[config.mk]
export PLATFORM = sky130hd
export DESIGN_NAME = if_fetch_stage
export DESIGN_NICKNAME = d
export VERILOG_FILES = /design/src/rtl/if_fetch_stage.sv
export SDC_FILE = /design/constraint.sdc
export NUM_CORES = 1
export LEC_CHECK = 0
export CAP_MARGIN = 25
export CORE_MARGIN = 2
export CORE_UTILIZATION = 52
export CTS_CLUSTER_SIZE = 14
export DETAILED_ROUTE_END_ITERATION = 16
export PLACE_DENSITY_LB_ADDON = 0.15
export SYNTH_ARGS = -nofsm -noshare
export SYNTH_HDL_FRONTEND = slang
export SYNTH_SLANG_ARGS = --single-unit
[constraint.sdc]
create_clock -name clk -period 2.5 [get_ports clk]
set_input_delay 0.25 -clock clk [delete_from_list [all_inputs] [get_ports clk]]
set_output_delay 0.25 -clock clk [all_outputs]
set_load 0.1 [all_outputs]
[src/rtl/if_fetch_stage.sv]
// ============================================================================
// if_fetch_stage
// ----------------------------------------------------------------------------
// Instruction-fetch stage and IF/ID pipeline register.
//
// The stage keeps at most one instruction-memory request outstanding. It
// accepts branch or jump redirects from EX and stall or flush from the hazard
// unit. A one-entry skid buffer holds a response that arrives while decode is
// stalled, so the word never has to be fetched again.
//
// Ports
//   clk             in   1   single clock, rising edge
//   rstn            in   1   asynchronous, active-low reset
//   imem_req        out  1   fetch request valid
//   imem_addr       out  32  fetch address (= pcF), word aligned
//   imem_gnt        in   1   request accepted this cycle
//   imem_rvalid     in   1   read data valid, >= 1 cycle after gnt
//   imem_rdata      in   32  instruction word
//   redirect_valid  in   1   taken branch/jump from EX
//   redirect_pc     in   32  redirect target (bits [1:0] ignored)
//   stall           in   1   hold IF/ID contents
//   flush           in   1   replace IF/ID contents with a bubble
//   instrD          out  32  instruction to decode
//   pcD             out  32  PC of instrD
//   validD          out  1   instrD holds a real instruction
//
// Optional build macro IF_PERF_CNT_EN adds these performance counters:
//   fetch_cnt       out  32  accepted requests (imem_req & imem_gnt), wrapping
//   drop_cnt        out  32  discarded responses (drop set), wrapping
// ============================================================================
module if_fetch_stage #(
    parameter logic [31:0] RESET_PC  = 32'h0000_0000,
    parameter logic [31:0] NOP_INSTR = 32'h0000_0013
) (
    input  logic        clk,
    input  logic        rstn,
    output logic        imem_req,
    output logic [31:0] imem_addr,
    input  logic        imem_gnt,
    input  logic        imem_rvalid,
    input  logic [31:0] imem_rdata,
    input  logic        redirect_valid,
    input  logic [31:0] redirect_pc,
    input  logic        stall,
    input  logic        flush,
    output logic [31:0] instrD,
    output logic [31:0] pcD,
    output logic        validD
`ifdef IF_PERF_CNT_EN
    ,
    output logic [31:0] fetch_cnt,
    output logic [31:0] drop_cnt
`endif
);

    typedef enum logic [1:0] {
        S_REQ  = 2'd0,
        S_WAIT = 2'd1,
        S_HOLD = 2'd2
    } state_t;

    state_t      state;
    state_t      state_next;

    logic [31:0] pc_f;
    logic [31:0] pc_inflight;
    logic        drop;
    logic [31:0] buf_instr;
    logic [31:0] buf_pc;

    // ------------------------------------------------------------------
    // Handshake and data-movement qualifiers
    // ------------------------------------------------------------------
    logic        accept;      // request handshake this cycle
    logic        resp;        // response arrives while one is expected
    logic        resp_keep;   // response is for the current program path
    logic        load_resp;   // response goes straight into IF/ID
    logic        buf_write;   // response parks in the skid buffer
    logic        load_buf;    // skid buffer drains into IF/ID
    logic        deliver;     // IF/ID receives a real instruction
    logic [31:0] deliver_instr;
    logic [31:0] deliver_pc;

    assign accept    = (state == S_REQ) && imem_gnt;
    assign resp      = (state == S_WAIT) && imem_rvalid;
    // A redirect in the same cycle as the response makes that response
    // stale, exactly as if drop had already been set.
    assign resp_keep = resp && !drop && !redirect_valid;
    assign load_resp = resp_keep && !stall;
    assign buf_write = resp_keep && stall;
    assign load_buf  = (state == S_HOLD) && !stall && !redirect_valid;
    assign deliver   = load_resp || load_buf;

    assign deliver_instr = (state == S_HOLD) ? buf_instr : imem_rdata;
    assign deliver_pc    = (state == S_HOLD) ? buf_pc    : pc_inflight;

    // ------------------------------------------------------------------
    // FSM: state register
    // ------------------------------------------------------------------
    // NOTE: every clocked process uses non-blocking assignments, so all
    // registers sample the pre-edge values no matter how processes order.
    always_ff @(posedge clk or negedge rstn) begin
        if (!rstn) state <= S_REQ;
        else       state <= state_next;
    end

    // ------------------------------------------------------------------
    // FSM: next-state logic
    // ------------------------------------------------------------------
    // NOTE: state_next gets a default before the case statement. This
    // keeps the block combinational on every path, so no latch is inferred.
    always_comb begin
        state_next = state;
        unique case (state)
            S_REQ: begin
                if (accept) state_next = S_WAIT;
            end
            S_WAIT: begin
                if (resp) state_next = buf_write ? S_HOLD : S_REQ;
            end
            S_HOLD: begin
                if (redirect_valid || !stall) state_next = S_REQ;
            end
            default: state_next = S_REQ;
        endcase
    end

    // ------------------------------------------------------------------
    // FSM: outputs
    // ------------------------------------------------------------------
    always_comb begin
        imem_req = (state == S_REQ);
    end

    assign imem_addr = pc_f;

    // ------------------------------------------------------------------
    // Fetch PC, in-flight PC and the drop flag
    // ------------------------------------------------------------------
    always_ff @(posedge clk or negedge rstn) begin
        if (!rstn) begin
            pc_f        <= RESET_PC;
            pc_inflight <= 32'h0;
            drop        <= 1'b0;
        end else begin
            if (redirect_valid) pc_f <= {redirect_pc[31:2], 2'b00};
            else if (accept)    pc_f <= pc_f + 32'd4;   // wraps silently

            if (accept) pc_inflight <= pc_f;

            // A redirect that arrives while a request is in flight marks
            // that response for discard. This includes a redirect in the
            // grant cycle itself.
            if (accept && redirect_valid) begin
                drop <= 1'b1;
            end else if (state == S_WAIT) begin
                if (resp)                drop <= 1'b0;
                else if (redirect_valid) drop <= 1'b1;
            end
        end
    end

    // ------------------------------------------------------------------
    // Skid buffer. Its contents count only in S_HOLD. A redirect leaves
    // S_HOLD, and that is what clears the buffer.
    // ------------------------------------------------------------------
    always_ff @(posedge clk or negedge rstn) begin
        if (!rstn) begin
            buf_instr <= NOP_INSTR;
            buf_pc    <= 32'h0;
        end else if (buf_write) begin
            buf_instr <= imem_rdata;
            buf_pc    <= pc_inflight;
        end
    end

    // ------------------------------------------------------------------
    // IF/ID register. Priority: redirect > flush > stall > load > bubble.
    // A plain bubble keeps pcD, so decode still sees the last PC.
    // ------------------------------------------------------------------
    always_ff @(posedge clk or negedge rstn) begin
        if (!rstn) begin
            instrD <= NOP_INSTR;
            pcD    <= 32'h0;
            validD <= 1'b0;
        end else if (redirect_valid || flush) begin
            instrD <= NOP_INSTR;
            pcD    <= 32'h0;
            validD <= 1'b0;
        end else if (stall) begin
            instrD <= instrD;
            pcD    <= pcD;
            validD <= validD;
        end else if (deliver) begin
            instrD <= deliver_instr;
            pcD    <= deliver_pc;
            validD <= 1'b1;
        end else begin
            instrD <= NOP_INSTR;
            validD <= 1'b0;
        end
    end

`ifdef IF_PERF_CNT_EN
    // ------------------------------------------------------------------
    // Performance counters (wrapping)
    // ------------------------------------------------------------------
    always_ff @(posedge clk or negedge rstn) begin
        if (!rstn) begin
            fetch_cnt <= 32'h0;
            drop_cnt  <= 32'h0;
        end else begin
            if (imem_req && imem_gnt) fetch_cnt <= fetch_cnt + 32'd1;
            if (resp && drop)         drop_cnt  <= drop_cnt + 32'd1;
        end
    end
`endif

endmodule

==> results.tsv <==
stage	metric	value	unit
run_status	result of the run	complete, no violations	
critical_path	Critical Path Start Type	flop	
route	routed via count divided by cell count	5.618	
floorplan	Total Die Area	17030	sq um
clock_tree	clock latency at the later pin of the worst-skew pair	420	ps
place	cell total after placement	1078	
synthesis	dominant register cell in the synthesized netlist	sky130_fd_sc_hd__dfrtp_1	
final_layout	post-route cell area	10600	sq um
route	routed via count	6230	
final_layout	fin cells	1109	
floorplan	Core Region	15770	sq um
pwr	total internal power	6084	uW
timing	final setup fails	0	
route	wire length per cell after detailed routing	17.68	um
route	DRC	0	
critical_path	arrival time of data at the critical path endpoint	2470	ps
clock_tree	post-CTS sizing	0	
critical_path	endpoint kind of the worst setup timing path	flop	
place	sum of net half-perimeters after detailed placement	13650	um
timing	setup repair after global routing missed its margin	no	
critical_path	type of the setup path with the least slack	flop to flop	
floorplan	I/O pins	169	
synthesis	Gate Count Post-Synth	729	
floorplan	initial core utilization	52.75	%
synthesis	cell taking the most area after synthesis	sky130_fd_sc_hd__dfrtp_1	
final_layout	filler instances	1242	
timing	Min Clock Period, post-route	2131	ps
clock_tree	clk root buf	sky130_fd_sc_hd__clkbuf_16	
route	starting DRC count in detailed routing	402	
pwr	LEAKAGE	0.004680	uW
synthesis	warning count from the yosys run	0	
pwr	net switching power	2532	uW
synthesis	Avg Inst Size Synth	11.41	sq um
pwr	Clk network pwr share	32.6	%
place	routability cong.	0.8426	
route	Routed Wire Length	19610	um
grt	Remaining Overflow, GRT	0	
floorplan	Std-Cell Rows	46	
synthesis	count of flip-flops with a built-in enable after synthesis	0	
clock_tree	Clock Tree Buf Depth	2	
final_layout	P&R area growth vs syn	27.46	%
clock_tree	clock input transition at the sequential cells of the worst setup and hold paths	70	ps
place	Post-DP Area	9981	sq um
route	number of optimization iterations in the first detailed-route pass	5	
synthesis	number of unique standard cell types used by synthesis	45	
floorplan	vertical die dimension	130.5	um
critical_path	Data required, critical path	2840	ps
clock_tree	TritonCTS Buffers	17	
critical_path	maximum fanout encountered on the critical timing path	8	
clock_tree	CTS H-tree lvls	4	
timing	final hold violation count	0	
timing	Max Clock Skew	5.114	ps
pwr	combinational power share	19.7	%
floorplan	die outline width	130.5	um
grt	initial antenna violation count	0	
pwr	sequential fraction of design power	47.7	%
synthesis	main area contributors after synthesis	sky130_fd_sc_hd__dfrtp_1 (55%), sky130_fd_sc_hd__mux2_2 (9.1%), sky130_fd_sc_hd__mux2i_1 (7.3%), sky130_fd_sc_hd__nand2_1 (6.0%), sky130_fd_sc_hd__o2bb2ai_1 (3.2%)	
timing	final hold slack	366.4	ps
flow_run	number of violations of the max-capacitance limit	0	
synthesis	flops & latches, synth	189	
pwr	largest vdd supply drop	0.5179	mV
timing	highest clock rate	469.4	MHz
timing	fraction of the cycle the final worst path needs	85.22	%
route	residual antenna-violating net count after detailed routing	0	
timing	sum of negative setup slack	0	ps
pwr	Total Power Consumption	8616	uW
clock_tree	CTS tree	done	
pwr	total power density per cell area	812.5	nW/um^2
grt	global-route wire length before repair	31310	um
grt	total routing resource utilization after global routing	23.55	%
hold_path	class of the most critical hold timing path	primary input to asynchronous set/reset pin	
clock_tree	number of sinks driven by the clock tree	189	
synthesis	sequential share of the synthesized area	56.94	%
final_layout	layout net count	954	
critical_path	setup slack, reg-to-reg	370	ps
synthesis	share of synthesized flip-flops with an asynchronous set or reset	100.0	%
grt	via count of the first global-routing pass	6126	
synthesis	proportion of netlist area held by the largest area contributor	55.05	%
grt	maximum number of pins on one net before global-route repair	66	
synthesis	Syn Std Cell Area	8319	sq um
pwr	switching share of power	29.39	%
final_layout	fraction of final layout cells with drive strength greater than 1	26.32	%
timing	count of final max-slew check failures	0	
final_layout	antenna diode count	0	
place	count of input and output buffers	164	
## per-layer routing
metal / part of all wire (%) / global-route usage [%] / vias to the layer above
li1: - / - / 2896
met1: 46 / 33.32 / 3119
met2: 48 / 38.08 / 198
met3: 4.8 / 3.583 / 17
met4: 1.2 / 7.071 / 0
met5: 0 / 0 / -
## placed cells by master, fill, tap and decap left out, types with 2 or more instances in the layout
cell type	instances
sky130_fd_sc_hd__a31oi_1	18
sky130_fd_sc_hd__and2_1	3
sky130_fd_sc_hd__and3_1	3
sky130_fd_sc_hd__and4_1	7
sky130_fd_sc_hd__buf_12	2
sky130_fd_sc_hd__buf_4	114
sky130_fd_sc_hd__bufinv_16	4
sky130_fd_sc_hd__clkbuf_1	2
sky130_fd_sc_hd__clkbuf_16	17
sky130_fd_sc_hd__clkbuf_8	2
sky130_fd_sc_hd__clkdlybuf4s50_1	67
sky130_fd_sc_hd__clkinvlp_4	5
sky130_fd_sc_hd__conb_1	2
sky130_fd_sc_hd__dfrtp_1	178
sky130_fd_sc_hd__dfrtp_2	5
sky130_fd_sc_hd__dfstp_2	6
sky130_fd_sc_hd__inv_1	5
sky130_fd_sc_hd__mux2_2	67
sky130_fd_sc_hd__mux2i_1	61
sky130_fd_sc_hd__nand2_1	132
sky130_fd_sc_hd__nand3_1	12
sky130_fd_sc_hd__nand4_1	13
sky130_fd_sc_hd__nor2_1	23
sky130_fd_sc_hd__nor4bb_1	2
sky130_fd_sc_hd__o21ai_0	51
sky130_fd_sc_hd__o22a_1	3
sky130_fd_sc_hd__o2bb2ai_1	30
sky130_fd_sc_hd__o31ai_1	7
sky130_fd_sc_hd__o41ai_1	3
sky130_fd_sc_hd__or2_2	3
sky130_fd_sc_hd__or3_1	7
sky130_fd_sc_hd__or4_1	6
sky130_fd_sc_hd__or4b_1	3
sky130_fd_sc_hd__xnor2_1	7
sky130_fd_sc_hd__xor2_1	4
## synth_stat cells (2+ instances only)
cell type	number
sky130_fd_sc_hd__buf_4	4
sky130_fd_sc_hd__a31oi_1	18
sky130_fd_sc_hd__or2_2	3
sky130_fd_sc_hd__nand4_1	13
sky130_fd_sc_hd__inv_1	5
sky130_fd_sc_hd__buf_6	2
sky130_fd_sc_hd__or3_1	7
sky130_fd_sc_hd__mux2_2	67
sky130_fd_sc_hd__xnor2_1	7
sky130_fd_sc_hd__or4b_1	3
sky130_fd_sc_hd__xor2_1	4
sky130_fd_sc_hd__buf_2	6
sky130_fd_sc_hd__nand3_1	13
sky130_fd_sc_hd__and2_1	3
sky130_fd_sc_hd__clkbuf_1	39
sky130_fd_sc_hd__nor2_1	24
sky130_fd_sc_hd__o2bb2ai_1	30
sky130_fd_sc_hd__o22a_1	3
sky130_fd_sc_hd__nor4bb_1	2
sky130_fd_sc_hd__o31ai_1	7
sky130_fd_sc_hd__o41ai_1	3
sky130_fd_sc_hd__or4_1	6
sky130_fd_sc_hd__o21ai_0	51
sky130_fd_sc_hd__dfrtp_1	183
sky130_fd_sc_hd__and4_1	7
sky130_fd_sc_hd__and3_1	3
sky130_fd_sc_hd__mux2i_1	61
sky130_fd_sc_hd__nand2_1	132
sky130_fd_sc_hd__dfstp_2	6
sky130_fd_sc_hd__nor2b_1	2
## cells by family (layout without fill, tap and decap cells)
kind of cell | Yosys count | after routing | share of synthesized area [%]
xor+xnor | 11 | 11 | 1.158
fa+ha+maj | 1 | 1 | 0.1504
flops | 189 | 189 | 56.94
buf+inv | 58 | 221 | 3.068
simple gates | 226 | 226 | 13.05
mux | 128 | 128 | 16.41
compound gates | 115 | 115 | 9.174
other cells | 1 | 2 | 0.04508
## flip-flops by register name, indices dropped and copies added (netlist names)
signal	cells
buf_pc	30
drop	1
instrD	32
state	2
buf_instr	32
imem_addr	30
pcD	31
validD	1
pc_inflight	30
## critical path, cell delays in order, from the launching register on
cell	delay, ps
sky130_fd_sc_hd__dfrtp_1	510
sky130_fd_sc_hd__or3b_1	490
sky130_fd_sc_hd__nor4_4	380
sky130_fd_sc_hd__or4b_1	470
sky130_fd_sc_hd__a31oi_1	200
## stage by stage
step | util (%) | worst slack (ps)
floorplan | - | 1.489
global placement | 63.29 | 162.7
detailed placement | 63.29 | 104.9
CTS | 67.24 | 379.9
global route | 67.24 | 233.6
finish | 67.24 | 369.4
## power groups by stage
stage | sequential, uW | combinational (uW) | clock [uW]
2_1_floorplan | 4450 | 824 | 0
3_3_place_gp | 4100 | 1650 | 0
3_5_place_dp | 4160 | 1700 | 0
4_1_cts | 4110 | 1710 | 2850
5_1_grt | 4200 | 1830 | 2990
6_report | 4110 | 1690 | 2810
## timing repair
item | 4_1_cts | 5_1_grt
hold endpoints to repair | 55 | 0
setup buffers | 0 | 0
hold buffers | 1 | 0
setup endpoints to repair | 0 | 0
## final cells by class
class	count	area, sq um	area share [%]
Sequential cell	189	4743	44.73
Clock buffer	20	446.7	4.212
Clock inverter	10	166.4	1.569
Inverter	6	22.52	0.2124
Timing Repair Buffer	185	1590	15.00
Multi-Input combinational cell	483	3364	31.73
Tap cell	216	270.3	2.549
## final timing paths
check,from,to,depth (start not counted)
min in group clk,redirect_pc[2],imem_addr[2],3
setup / recovery,state[1],imem_addr[21],4
setup reg to reg,state[1],imem_addr[21],4
hold reg to reg,instrD[27],instrD[27],2
max in group asynchronous,rstn,imem_addr[15],3
hold / removal,rstn,buf_instr[5],2
Power figures use the tool's default switching activity.
